<file path="config.mk">
export PLATFORM = sky130hd
export DESIGN_NAME = ca6_floating_point_div_flat
export DESIGN_NICKNAME = d
export VERILOG_FILES = /design/src/rtl/ca6_floating_point_div_if.sv /design/src/rtl/ca6_floating_point_div.sv /design/src/flat_wrapper.sv
export SDC_FILE = /design/constraint.sdc
export NUM_CORES = 1
export LEC_CHECK = 0
export BUFFER_PORTS_ARGS = -buffer_cell sky130_fd_sc_hd__buf_2
export CAP_MARGIN = 20
export CORE_MARGIN = 2
export CORE_UTILIZATION = 60
export CTS_BUF_LIST = sky130_fd_sc_hd__clkbuf_4 sky130_fd_sc_hd__clkbuf_8
export CTS_CLUSTER_SIZE = 30
export DETAILED_ROUTE_END_ITERATION = 8
export PLACE_DENSITY = 0.89
export SYNTH_ARGS = -nofsm -noshare
export SYNTH_HDL_FRONTEND = slang
export SYNTH_SLANG_ARGS = --single-unit
</file>
<file path="constraint.sdc">
create_clock -name clk -period 4.16 [get_ports clk]
set_input_delay 0.208 -clock clk [delete_from_list [all_inputs] [get_ports clk]]
set_output_delay 0.208 -clock clk [all_outputs]
set_load 0.02 [all_outputs]
</file>
<file path="src/rtl/ca6_floating_point_div_if.sv">
// Start/done handshake and operand/result bus for the CA6 floating-point divider.
// The master side issues operands and start; the slave side (the divider) returns result, done and busy.
interface ca6_floating_point_div_if;
  logic        startDiv;
  logic [31:0] A;
  logic [31:0] B;
  logic [31:0] result;
  logic        doneDiv;
  logic        busy;

  modport master (output startDiv, A, B, input result, doneDiv, busy);
  modport slave  (input startDiv, A, B, output result, doneDiv, busy);
endinterface

</file>
<file path="src/rtl/ca6_floating_point_div.sv">
// Sequential binary32 divider: 26-step radix-2 restoring divide, then one normalize/round cycle.
// Define CA6_FPDIV_ROUND_EN for round-to-nearest-even; otherwise the quotient is truncated toward zero.
module ca6_floating_point_div (
  input  logic clk,
  input  logic rst,
  ca6_floating_point_div_if.slave bus
);

  typedef enum logic [1:0] {IDLE, DIV, NORM, DONE} state_t;
  typedef enum logic [1:0] {CLS_NUM, CLS_NAN, CLS_INF, CLS_ZERO} cls_t;

  state_t             state;
  cls_t               cls;
  cls_t               cls_in;
  logic               sign;
  logic signed [9:0]  exp_diff;
  logic [23:0]        m_b;
  logic [25:0]        rem;
  logic [25:0]        quo;
  logic [4:0]         count;
  logic [31:0]        result_q;
  logic               done_q;
  logic               busy_q;

  logic [7:0]  ea;
  logic [7:0]  eb;
  logic        a_nan, a_inf, a_zero;
  logic        b_nan, b_inf, b_zero;

  assign ea     = bus.A[30:23];
  assign eb     = bus.B[30:23];
  assign a_nan  = (&ea) && (|bus.A[22:0]);
  assign a_inf  = (&ea) && !(|bus.A[22:0]);
  assign a_zero = (ea == 8'd0);
  assign b_nan  = (&eb) && (|bus.B[22:0]);
  assign b_inf  = (&eb) && !(|bus.B[22:0]);
  assign b_zero = (eb == 8'd0);

  // Special-case class in priority order: NaN, then Inf, then Zero.
  always_comb begin
    cls_in = CLS_NUM;
    if (a_nan || b_nan || (a_zero && b_zero) || (a_inf && b_inf))
      cls_in = CLS_NAN;
    else if (a_inf || b_zero)
      cls_in = CLS_INF;
    else if (a_zero || b_inf)
      cls_in = CLS_ZERO;
  end

  logic        ge;
  logic [25:0] rem_sel;
  logic [25:0] rem_next;

  assign ge       = (rem >= {2'b00, m_b});
  assign rem_sel  = ge ? (rem - {2'b00, m_b}) : rem;
  assign rem_next = rem_sel << 1;

  logic [22:0]       frac_pre;
  logic [23:0]       frac_rnd;
  logic signed [9:0] exp_norm;
  logic signed [9:0] exp_fin;
  logic [31:0]       norm_result;
`ifdef CA6_FPDIV_ROUND_EN
  logic              guard;
  logic              sticky;
`endif

  always_comb begin
    if (quo[25]) begin
      frac_pre = quo[24:2];
      exp_norm = exp_diff;
    end else begin
      frac_pre = quo[23:1];
      exp_norm = exp_diff - 10'sd1;
    end
`ifdef CA6_FPDIV_ROUND_EN
    guard    = quo[25] ? quo[1] : quo[0];
    sticky   = (quo[25] & quo[0]) | (|rem);
    frac_rnd = {1'b0, frac_pre} + {23'd0, guard & (sticky | frac_pre[0])};
`else
    frac_rnd = {1'b0, frac_pre};
`endif
    // A carry out of the fraction leaves frac_rnd[22:0] all zero, so only the exponent moves.
    exp_fin = frac_rnd[23] ? (exp_norm + 10'sd1) : exp_norm;

    norm_result = {sign, exp_fin[7:0], frac_rnd[22:0]};
    if (exp_fin >= 10'sd255)
      norm_result = {sign, 31'h7F80_0000};
    else if (exp_fin <= 10'sd0)
      norm_result = {sign, 31'd0};

    case (cls)
      CLS_NAN:  norm_result = 32'h7FC0_0000;
      CLS_INF:  norm_result = {sign, 31'h7F80_0000};
      CLS_ZERO: norm_result = {sign, 31'd0};
      default:  ;
    endcase
  end

  always_ff @(posedge clk or negedge rst) begin
    if (!rst) begin
      state    <= IDLE;
      cls      <= CLS_NUM;
      sign     <= 1'b0;
      exp_diff <= '0;
      m_b      <= '0;
      rem      <= '0;
      quo      <= '0;
      count    <= '0;
      result_q <= '0;
      done_q   <= 1'b0;
      busy_q   <= 1'b0;
    end else begin
      case (state)
        IDLE: begin
          if (bus.startDiv) begin
            sign     <= bus.A[31] ^ bus.B[31];
            exp_diff <= {2'b00, ea} - {2'b00, eb} + 10'd127;
            rem      <= {2'b01, bus.A[22:0]};
            m_b      <= {1'b1, bus.B[22:0]};
            quo      <= '0;
            cls      <= cls_in;
            count    <= '0;
            busy_q   <= 1'b1;
            state    <= DIV;
          end
        end
        DIV: begin
          rem   <= rem_next;
          quo   <= {quo[24:0], ge};
          count <= count + 5'd1;
          if (count == 5'd25)
            state <= NORM;
        end
        NORM: begin
          result_q <= norm_result;
          done_q   <= 1'b1;
          state    <= DONE;
        end
        DONE: begin
          done_q <= 1'b0;
          busy_q <= 1'b0;
          state  <= IDLE;
        end
        default: state <= IDLE;
      endcase
    end
  end

  assign bus.result  = result_q;
  assign bus.doneDiv = done_q;
  assign bus.busy    = busy_q;

endmodule

</file>
<file path="src/flat_wrapper.sv">
// flat-port wrapper written by rule: the top's interface ports become plain ports
module ca6_floating_point_div_flat 
  (clk, rst, bus_startDiv, bus_A, bus_B, bus_result, bus_doneDiv, bus_busy);
  ca6_floating_point_div_if bus_i ();
  input  logic clk;
  input  logic rst;
  input wire logic [$bits(bus_i.startDiv)-1:0] bus_startDiv;
  input wire logic [$bits(bus_i.A)-1:0] bus_A;
  input wire logic [$bits(bus_i.B)-1:0] bus_B;
  output wire logic [$bits(bus_i.result)-1:0] bus_result;
  output wire logic [$bits(bus_i.doneDiv)-1:0] bus_doneDiv;
  output wire logic [$bits(bus_i.busy)-1:0] bus_busy;
  assign bus_i.startDiv = bus_startDiv;
  assign bus_i.A = bus_A;
  assign bus_i.B = bus_B;
  assign bus_result = bus_i.result;
  assign bus_doneDiv = bus_i.doneDiv;
  assign bus_busy = bus_i.busy;
  ca6_floating_point_div u_core (.clk(clk), .rst(rst), .bus(bus_i));
endmodule
</file>
# Word-level counts from Yosys, hierarchy flattened
# Index checks and enable logic that the tools add are counted.
[totals] register_bits=130 input_bits=67 output_inout_bits=34 word_cells=77
[op_classes] add_sub_neg=5 order_cmp=3 eq_ne=9 muxes=21 bitwise_logic=1 reduce_logical=27
[ops] op="one-hot mux 26 bit (2 select lines)" count=2
[ops] op="one-hot mux 32 bit (3 select lines)" count=1
[ops] op="2-to-1 mux 31 bit" count=2
[ops] op="2-to-1 mux 26 bit" count=2
[ops] op="OR reduction 23 bit" count=2
[ops] op="greater-or-equal comparator 26 x 24 -> 1 bit" count=1
[ops] op="2-to-1 mux 25 bit" count=1
[ops] op="subtractor 25 x 24 -> 25 bit" count=1
[ops] op="2-to-1 mux 23 bit" count=1
[ops] op="logical NOT 8 bit" count=2
[ops] op="AND reduction 8 bit" count=2
[ops] op="adder 10 x 7 -> 10 bit, second input constant" count=1
[ops] op="greater-or-equal comparator 10 x 9 -> 1 bit, second input constant" count=1
[ops] op="<= comparator 10 x 1 -> 1 bit, second input constant" count=1
[ops] op="2-to-1 mux 10 bit" count=1
[ops] op="2-to-1 mux 2 bit" count=5
[ops] op="one-hot mux 5 bit (2 select lines)" count=1
[ops] op="subtractor 10 x 2 -> 10 bit, second input constant" count=1
[ops] op="subtractor 8 x 8 -> 9 bit" count=1
[ops] op="equality test 2 bit, second input constant" count=4
[ops] op="one-hot mux 2 bit (4 select lines)" count=1
[ops] op="AND reduction 2 bit" count=4
[ops] op="logical AND 1 bit" count=6
[ops] op="nonzero test 2 bit" count=3
[ops] op="12 further kinds" count=19

# Depth between registers and ports, before layout
# Gate-level depths: netlist (run 1).
[logic_depth] depth_word=7 mapped_depth=13 depth_no_buf=12

# Worst setup path before layout (run 1)
# No wires, ideal clock.
[synth_path] kind="flip-flop to flip-flop" from="register u_core.exp_diff[0]" to="register u_core.result_q[10], in the netlist u_core.bus.result[10]" setup_ns=0.144 arrival_ns=2.413 required_ns=4.016 slack_ns=1.603 path_stages_with_launch=11 path_buffers=2 cell_sequence="dfrtp_1 -> clkbuf_1 -> inv_1 -> ha_1 -> or4_1 -> a21o_1 -> o41ai_4 -> a21oi_4 -> nand2_2 -> buf_6 -> o22ai_2"
[synth_between] elab_chain_cells=6 word_cells_on_any_way=7 cone_classes="1 x add/sub; 2 x order compare; 4 x mux"
[synth_rtl] item="from (decl)" line="ca6_floating_point_div.sv:16" text="logic signed [9:0] exp_diff;"
[synth_rtl] item="from (signal assigned)" line="ca6_floating_point_div.sv:118" text="exp_diff <= {2'b00, ea} - {2'b00, eb} + 10'd127;"
[synth_rtl] item="subtractor 10 x 2 -> 10 bit" line="ca6_floating_point_div.sv:74" text="exp_norm = exp_diff - 10'sd1;"
[synth_rtl] item="2-to-1 mux 10 bit (*)" line="ca6_floating_point_div.sv:69" text="if (quo[25]) begin"
[synth_rtl] item="<= comparator 10 x 1 -> 1 bit" line="ca6_floating_point_div.sv:89" text="else if (exp_fin <= 10'sd0)"
[synth_rtl] item="2-to-1 mux 31 bit" line="ca6_floating_point_div.sv:89"
[synth_rtl] item="2-to-1 mux 31 bit (*)" line="ca6_floating_point_div.sv:87" text="if (exp_fin >= 10'sd255)"
[synth_rtl] item="one-hot mux 32 bit (3 select lines) (*)" line="ca6_floating_point_div.sv:92" text="case (cls)"
[synth_rtl] item="to (signal assigned)" line="ca6_floating_point_div.sv:136" text="result_q <= norm_result;"
[synth_rtl] item="to (decl)" line="ca6_floating_point_div.sv:21" text="logic [31:0] result_q;"
# Mark *: on every way between the ends. The rest lies on a longest branch, timed or not.
# A chain may end at the register's enable or synchronous reset.

# Worst setup path after layout (run 1)
[layout_path] from="register u_core.rem[0]" to="register u_core.rem[22]"
[layout_between] elab_chain_cells=3 word_cells_on_any_way=4 cone_classes="1 x add/sub; 1 x order compare; 2 x mux"
[layout_rtl] item="from (decl)" line="ca6_floating_point_div.sv:18" text="logic [25:0] rem;"
[layout_rtl] item="from (signal assigned)" line="ca6_floating_point_div.sv:119" text="rem <= {2'b01, bus.A[22:0]};"
[layout_rtl] item="from (signal assigned)" line="ca6_floating_point_div.sv:129" text="rem <= rem_next;"
[layout_rtl] item="subtractor 25 x 24 -> 25 bit / greater-or-equal comparator 26 x 24 -> 1 bit (equally long branches)" line="ca6_floating_point_div.sv:55, ca6_floating_point_div.sv:54"
[layout_rtl] item="2-to-1 mux 25 bit (*)" line="ca6_floating_point_div.sv:55" text="assign rem_sel = ge ? (rem - {2'b00, m_b}) : rem;"
[layout_rtl] item="one-hot mux 26 bit (2 select lines) (*)" line="ca6_floating_point_div.sv:114" text="case (state)"
# Marks and branches as above.

==> results.txt, run 1 <==
Final min period: 3.143 ns
Leading area contributor after synthesis: dfrtp_1
DP Wirelength: 14.35 mm
Pwr Total: 8.091 mW
Drt pass-1 iters: 5
Pin count of the biggest net entering global routing: 49
Yosys top cell area share: 39.16%
Yosys cell types: 77
Max incr delay on CP: 0.86 ns
Worst Path Required: 4.49 ns
Critical path fanouts, max: 20
Initial antenna violation count: 1
Die Wd: 121.7 µm
Fin worst setup slack: 1.017 ns
TritonCTS clock tree: done
Final Hold Vio Count: 0
Mapped Cells: 874
CTS root buffer: clkbuf_8
GRT Residual Overflow: 0
Via density: 6.133
RR Endpoint: u_core.rem[22]
Flop pwr share: 27.0%
Worst clock skew: 0.01079 ns
CTS Buf Count: 17
Die footprint: 14,800 µm²
Clock Tree Buf Depth: 2
Pre-CTS setup slack: 1.070 ns
Launch point of the worst reg-to-reg path: u_core.rem[0]
GPL Wtd Cong: 1.002
WL final: 20.24 mm
Final Setup Violations: 0
Power Dens Cells: 856.0 nW/µm²
Hold_sp: bus_B[13]
Mean post-synth cell area: 9.506 µm²
Net Sw Frac: 46.84%
Count leader, synth: dfrtp_1
Leak: 4.291 nW
Vias in the first global route: 6,909
Post-DRT Antenna Nets: 0
Core area: 13,400 µm²
Max transition margin: 32.34%
Post-CTS Resized: 0
Post-synth top cells: dfrtp_1 (130), inv_1 (76), a21oi_1 (65), nand2_1 (55), o21ai_0 (51)
IO Count: 101
Ys Warns: 0
Setup crit start: u_core.rem[0]
Setup TNS: 0 ns
Switching power: 3.789 mW
Combinational Power Share: 59.4%
Via count of the routed design: 7,114
CTS clk-pin slew, worst paths: 0.08 ns
IO Port Bufs: 100
Syn-to-layout area delta: 13.77%
Critical Path AT: 3.48 ns
Fin area: 9452 µm²
Placed standard-cell area: 8910 µm²
Fmax: 0.3182 GHz
Number of synthesized register bits: 130
Final core utilization: 70.53%
Worst-Margin Slew: 1.015 ns
RSZ-0062 raised after global routing: no
Max cap viols: 0
Slowest cell on crit path: a311o_1
Synth Cell Area: 8308 µm²
Residual DRC count: 0
Clock share of power: 13.7%
Worst VDD drop: 0.4891 mV
Ys flop type: dfrtp_1
Pint: 4.301 mW
Final period util: 75.54%
Layout cells sized above 1: 21.77%
Sequential element share of the synthesized area: 39.16%
Crit-path cells: inv_1 > ha_1 > fa_1 > nor2b_4 > o31a_1 > o311ai_4 > nand2_4 > a311o_1 > and3_4 > mux2_2 > nor2_1
# fillers: 1,009
H-tree Lvls: 4
Max Transition Viols Final: 0
Post-synth ARST share: 100.0%
Clock latency on the worst-skew pair: 0.45 ns
CTS Sinks: 130
Worst Hold Endpoint: u_core.m_b[13]
CP Launch Type: register
Status: complete, no violations
# nets final: 1,085
Worst Hold Class: in2reg
Avg WL per Cell: 17.45 µm
Critical Setup Path Class: reg2reg
WHS Path Cells: 2
Rows: 42
Synth area leaders: dfrtp_1 (39%), ha_1 (6.6%), a21oi_1 (3.9%), mux2_2 (3.7%), inv_1 (3.4%)
Global Route Usage Sum: 28.73%
Post-Syn Nets: 987
Die H: 121.7 µm
First-pass GRT wire length: 33.58 mm
FF-to-FF path depth: 11
EDFF count, synth: 0
1st-iter DRT viols: 656
Critical Path End Type: register
Register-to-register setup slack: 1.02 ns
Starting Density: 62.00%
## worst max-delay path, delay by kind of cell, from the launching register on
family | cells | cell delay, ns
AO/OA/AOI/OAI | 3 | 1.20
adder cells (fa/ha/maj) | 2 | 0.64
AND/OR/NAND/NOR | 4 | 0.63
flip-flops | 1 | 0.36
multiplexers | 1 | 0.13
buffers and inverters | 1 | 0.06
## stage by stage
step / hold slack (ns) / std cells
floorplan: -0.08759 / 874
global placement: 0.2435 / 1115
detailed placement: 0.2451 / 1115
CTS: 0.001443 / 1157
global route: 0.006807 / 1160
finish: 0.01838 / 1160
## power groups by stage
stage / logic [mW] / clock network (mW) / registers, mW
floorplan: 3.67 / 0 / 2.14
global placement: 4.56 / 0 / 2.16
CTS: 4.72 / 1.12 / 2.17
detailed placement: 4.67 / 0 / 2.19
finish: 4.80 / 1.11 / 2.18
global route: 5.27 / 1.18 / 2.24
## cells by family after synthesis
logic type | synth area share [%]
flops | 39.16
simple gates | 13.75
fa+ha+maj | 7.108
xor+xnor | 4.217
buf+inv | 6.114
mux | 7.033
compound gates | 22.62
## what timing repair did
action | CTS | global route
hold buffers | 12 | 2
hold endpoints to repair | 57 | 2
setup buffers | 0 | 0
## registers in the layout, summed over array words and instances, names as in the netlist, 2 cells and up
signal / flops
u_core.count: 5
u_core.exp_diff: 10
u_core.bus.result: 32
u_core.quo: 26
u_core.state: 2
u_core.m_b: 24
u_core.cls: 2
u_core.rem: 26
## metal layers
layer	vias up	global-route usage, %	part of all wire, %
met3	35	5.478	6.3
met4	0	11.49	2.6
met1	3459	38.29	43
li1	3355	-	-
met5	-	0	0
met2	265	46.52	48
## cell usage in the layout, fill, tap and decap left out, drive strengths merged, types with 19 or more instances in the layout
cell type / instances
nand2: 57
mux2: 27
buf: 111
o21ai: 61
mux2i: 28
clkbuf: 20
nor3: 19
nor2: 49
a22o: 26
a21oi: 66
xnor2: 22
ha: 44
inv: 76
dfrtp: 130
o22ai: 28
## layout make-up
cell class | count | area (µm²) | area share (%)
tap | 176 | 220.2 | 2.330
antenna | 1 | 2.502 | 0.02648
clock inverter | 10 | 136.4 | 1.443
sequential | 130 | 3253 | 34.42
clock buffer | 20 | 262.8 | 2.780
timing repair buffer | 125 | 725.7 | 7.678
inverter | 76 | 285.3 | 3.018
multi-input combinational | 622 | 4566 | 48.31
## worst max-delay path by stage
| stage | slack [ns] | endpoint |
|---|---|---|
| after detailed placement | 1.07 | u_core.rem[22] |
| after CTS | 1.07 | u_core.rem[22] |
| after global routing | 0.86 | u_core.rem[1] |
| after global placement | 1.19 | u_core.rem[22] |
| final | 1.02 | u_core.rem[22] |
| after floorplan | 1.60 | u_core.bus.result[10] |
(Power assumes the default switching activity.)
==> run 2: changes to the inputs <==
ABC_AREA = 1   (was unset)
PLACE_DENSITY = 0.88   (was 0.89)
clock period = 3.1 ns   (was 4.16 ns; I/O delays follow)
==> run 2 against run 1 <==
Effect of this change: via count up 25%; highest routed layer unchanged; area after synthesis up 8.6%; first-iteration DRC count up 37%; largest cell class unchanged; count of clock-buffer cells in the layout down 2.
==> results.txt, run 2 <==
# nets final: 1,501
Largest delay contributor family on the critical path: buffers and inverters
RSZ-0062 raised after global routing: no
Vias in the first global route: 8,481
Critical Path End Type: register
Final min period: 2.506 ns
Final worst hold slack: 0.01860 ns
Mapped Cells: 1,272
Mean post-synth cell area: 7.094 µm²
Die footprint: 16,040 µm²
Avg WL per Cell: 14.96 µm
CTS clk-pin slew, worst paths: 0.08 ns
Worst VDD drop: 0.5101 mV
Global Route Usage Sum: 30.12%
Layout cells sized above 1: 14.20%
Post-synth ARST share: 100.0%
Pin count of the biggest net entering global routing: 70
# fillers: 1,194
Setup TNS: 0 ns
Die Wd: 126.6 µm
Via count of the routed design: 8,901
IO Port Bufs: 100
Starting Density: 61.85%
Met1 Use GR: 40.15%
Max reg flops: 32
Pwr Total: 11.64 mW
Crit-path cells: inv_1 > ha_1 > inv_1 > buf_4 > nor2_1 > clkinv_1 > o21ai_0 > a21oi_1
Clock Tree Buf Depth: 2
H-tree Lvls: 4
Worst path most repeated cell: inv_1
Synth area leaders: dfrtp_1 (36%), nand2_1 (12%), inv_1 (8.8%), ha_1 (6.1%), a21oi_1 (5.7%)
Post-DRT Antenna Nets: 0
CTS Sinks: 130
Post-CTS Resized: 0
Max Transition Viols Final: 0
Core area: 14,590 µm²
Drt pass-1 iters: 7
Final period util: 80.84%
WL final: 23.72 mm
Worst path bufs/invs: 4
Leak: 5.356 nW
GRT Residual Overflow: 0
TritonCTS clock tree: done
IO Count: 101
Worst clock skew: 0.01112 ns
Cell Count, Final, Fillers Out: 1,585
Commonest non-fill, non-tap cells in the layout: nand2_1 (295), inv_1 (211), dfrtp_1 (130)
Yosys top cell area share: 36.05%
Synth Cell Area: 9024 µm²
Post-Syn Nets: 1,385
Status: complete, no violations
Count leader, synth: nand2_1
CTS root buffer: clkbuf_8
Most common cell after layout, fill and taps aside: nand2_1
Met3 GRT Util: 5.399%
Worst-Margin Slew: 0.9899 ns
Worst Path Required: 3.45 ns
1st-iter DRT viols: 899
Ys flop type: dfrtp_1
DP Wirelength: 16.67 mm
GPL Wtd Cong: 0.9650
Number of synthesized register bits: 130
Yosys cell types: 47
Syn-to-layout area delta: 14.18%
Leading area contributor after synthesis: dfrtp_1
Critical Path AT: 2.86 ns
First-pass GRT wire length: 39.42 mm
Max transition margin: 33.93%
EDFF count, synth: 0
Initial antenna violation count: 0
Final core utilization: 70.63%
Critical Setup Path Class: reg2reg
Residual DRC count: 0
Clock latency on the worst-skew pair: 0.47 ns
Power Dens Cells: 1130 nW/µm²
Grt peak-use layer: met2
Max incr delay on CP: 0.64 ns
Diode count: 0
Final Hold Vio Count: 0
Via density: 5.616
Placed instance count: 1,523
Ys Warns: 0
Final Setup Violations: 0
Critical path fanouts, max: 27
Sequential element share of the synthesized area: 36.05%
Post-synth top cells: nand2_1 (296), inv_1 (211), dfrtp_1 (130), nor2_1 (104), a21oi_1 (102)
Slowest cell on crit path: clkinv_1
CTS Buf Count: 17
Rows: 44
Worst Hold Class: in2reg
Fmax: 0.3990 GHz
CP Launch Type: register
Met2 usage: 48.85%
Die H: 126.6 µm
Max cap viols: 0
run 2: cell count changes in the layout (fill, tap and decap cells not counted), sizes merged, moves of 16 or more:
cell / before / now
o21ai: 61 / 92
mux2i: 28 / 0
a21oi: 66 / 103
a21o: 18 / 1
nor2: 49 / 113
nand2: 57 / 302
nand4: 16 / 49
a22o: 26 / 0
nand3: 7 / 93
dlygate4sd3: 14 / 30
mux2: 27 / 0
inv: 76 / 223
run 2: per-stage QoR:
step / area, µm² / worst slack, ns
final: 10300 / 0.5940
after global routing: 10300 / 0.3804
after CTS: 10300 / 0.6091
after detailed placement: 9615 / 0.6282
after global placement: 9615 / 0.7000
after floorplan: 9024 / 1.128
run 2: layer usage:
layer | vias up | share of wire (%)
met3 | 61 | 6.4
met2 | 345 | 47
met5 | - | 0
li1 | 4359 | -
met1 | 4136 | 44
met4 | 0 | 2.9
run 2: layout make-up:
cell class	count	area, µm²	share of cell area (%)
Sequential cell	130	3253	31.57
Clock buffer	18	241.5	2.344
Timing Repair Buffer	140	890.9	8.646
Inverter	220	830.8	8.063
Clock inverter	14	146.4	1.421
Multi-Input combinational cell	879	4711	45.72
Tap cell	184	230.2	2.234
run 2: final timing paths:
| kind | from | end | slack [ns] | depth (start not counted) |
|---|---|---|---|---|
| max in group asynchronous | rst | u_core.rem[14] | 1.91 | 3 |
| setup reg to reg | u_core.state[1] | u_core.rem[23] | 0.59 | 8 |
| min in group asynchronous | rst | u_core.bus.result[15] | 0.34 | 2 |
| setup / recovery | u_core.state[1] | u_core.rem[23] | 0.59 | 8 |
| hold / removal | bus_B[13] | u_core.m_b[13] | 0.02 | 3 |
| hold reg to reg | u_core.m_b[23] | u_core.m_b[23] | 0.47 | 2 |
run 2: power by group:
group,switching (mW),leakage [nW],internal (mW)
logic,4.82,3.52,2.42
clock network,0.773,0.192,0.667
registers,0.512,1.64,2.45
run 2: logic make-up after synthesis:
family | Yosys count | share of synthesized area, %
buffers and inverters | 263 | 11.90
adders and majority gates | 46 | 6.545
xor gates and xnor gates | 19 | 2.135
and+or+nand+nor | 579 | 28.63
DFF | 130 | 36.05
AOI/OAI and AO/OA | 235 | 14.74
run 2: tightest hold or removal path, cell delays in order:
cell and delay, ns:
buf_2 0.08, inv_1 0.07, o21ai_0 0.15
run 2: timing repair:
action | in CTS | in global routing
hold buffers | 30 | 0
hold endpoints to repair | 95 | 0
buffers inserted | 0 | 0
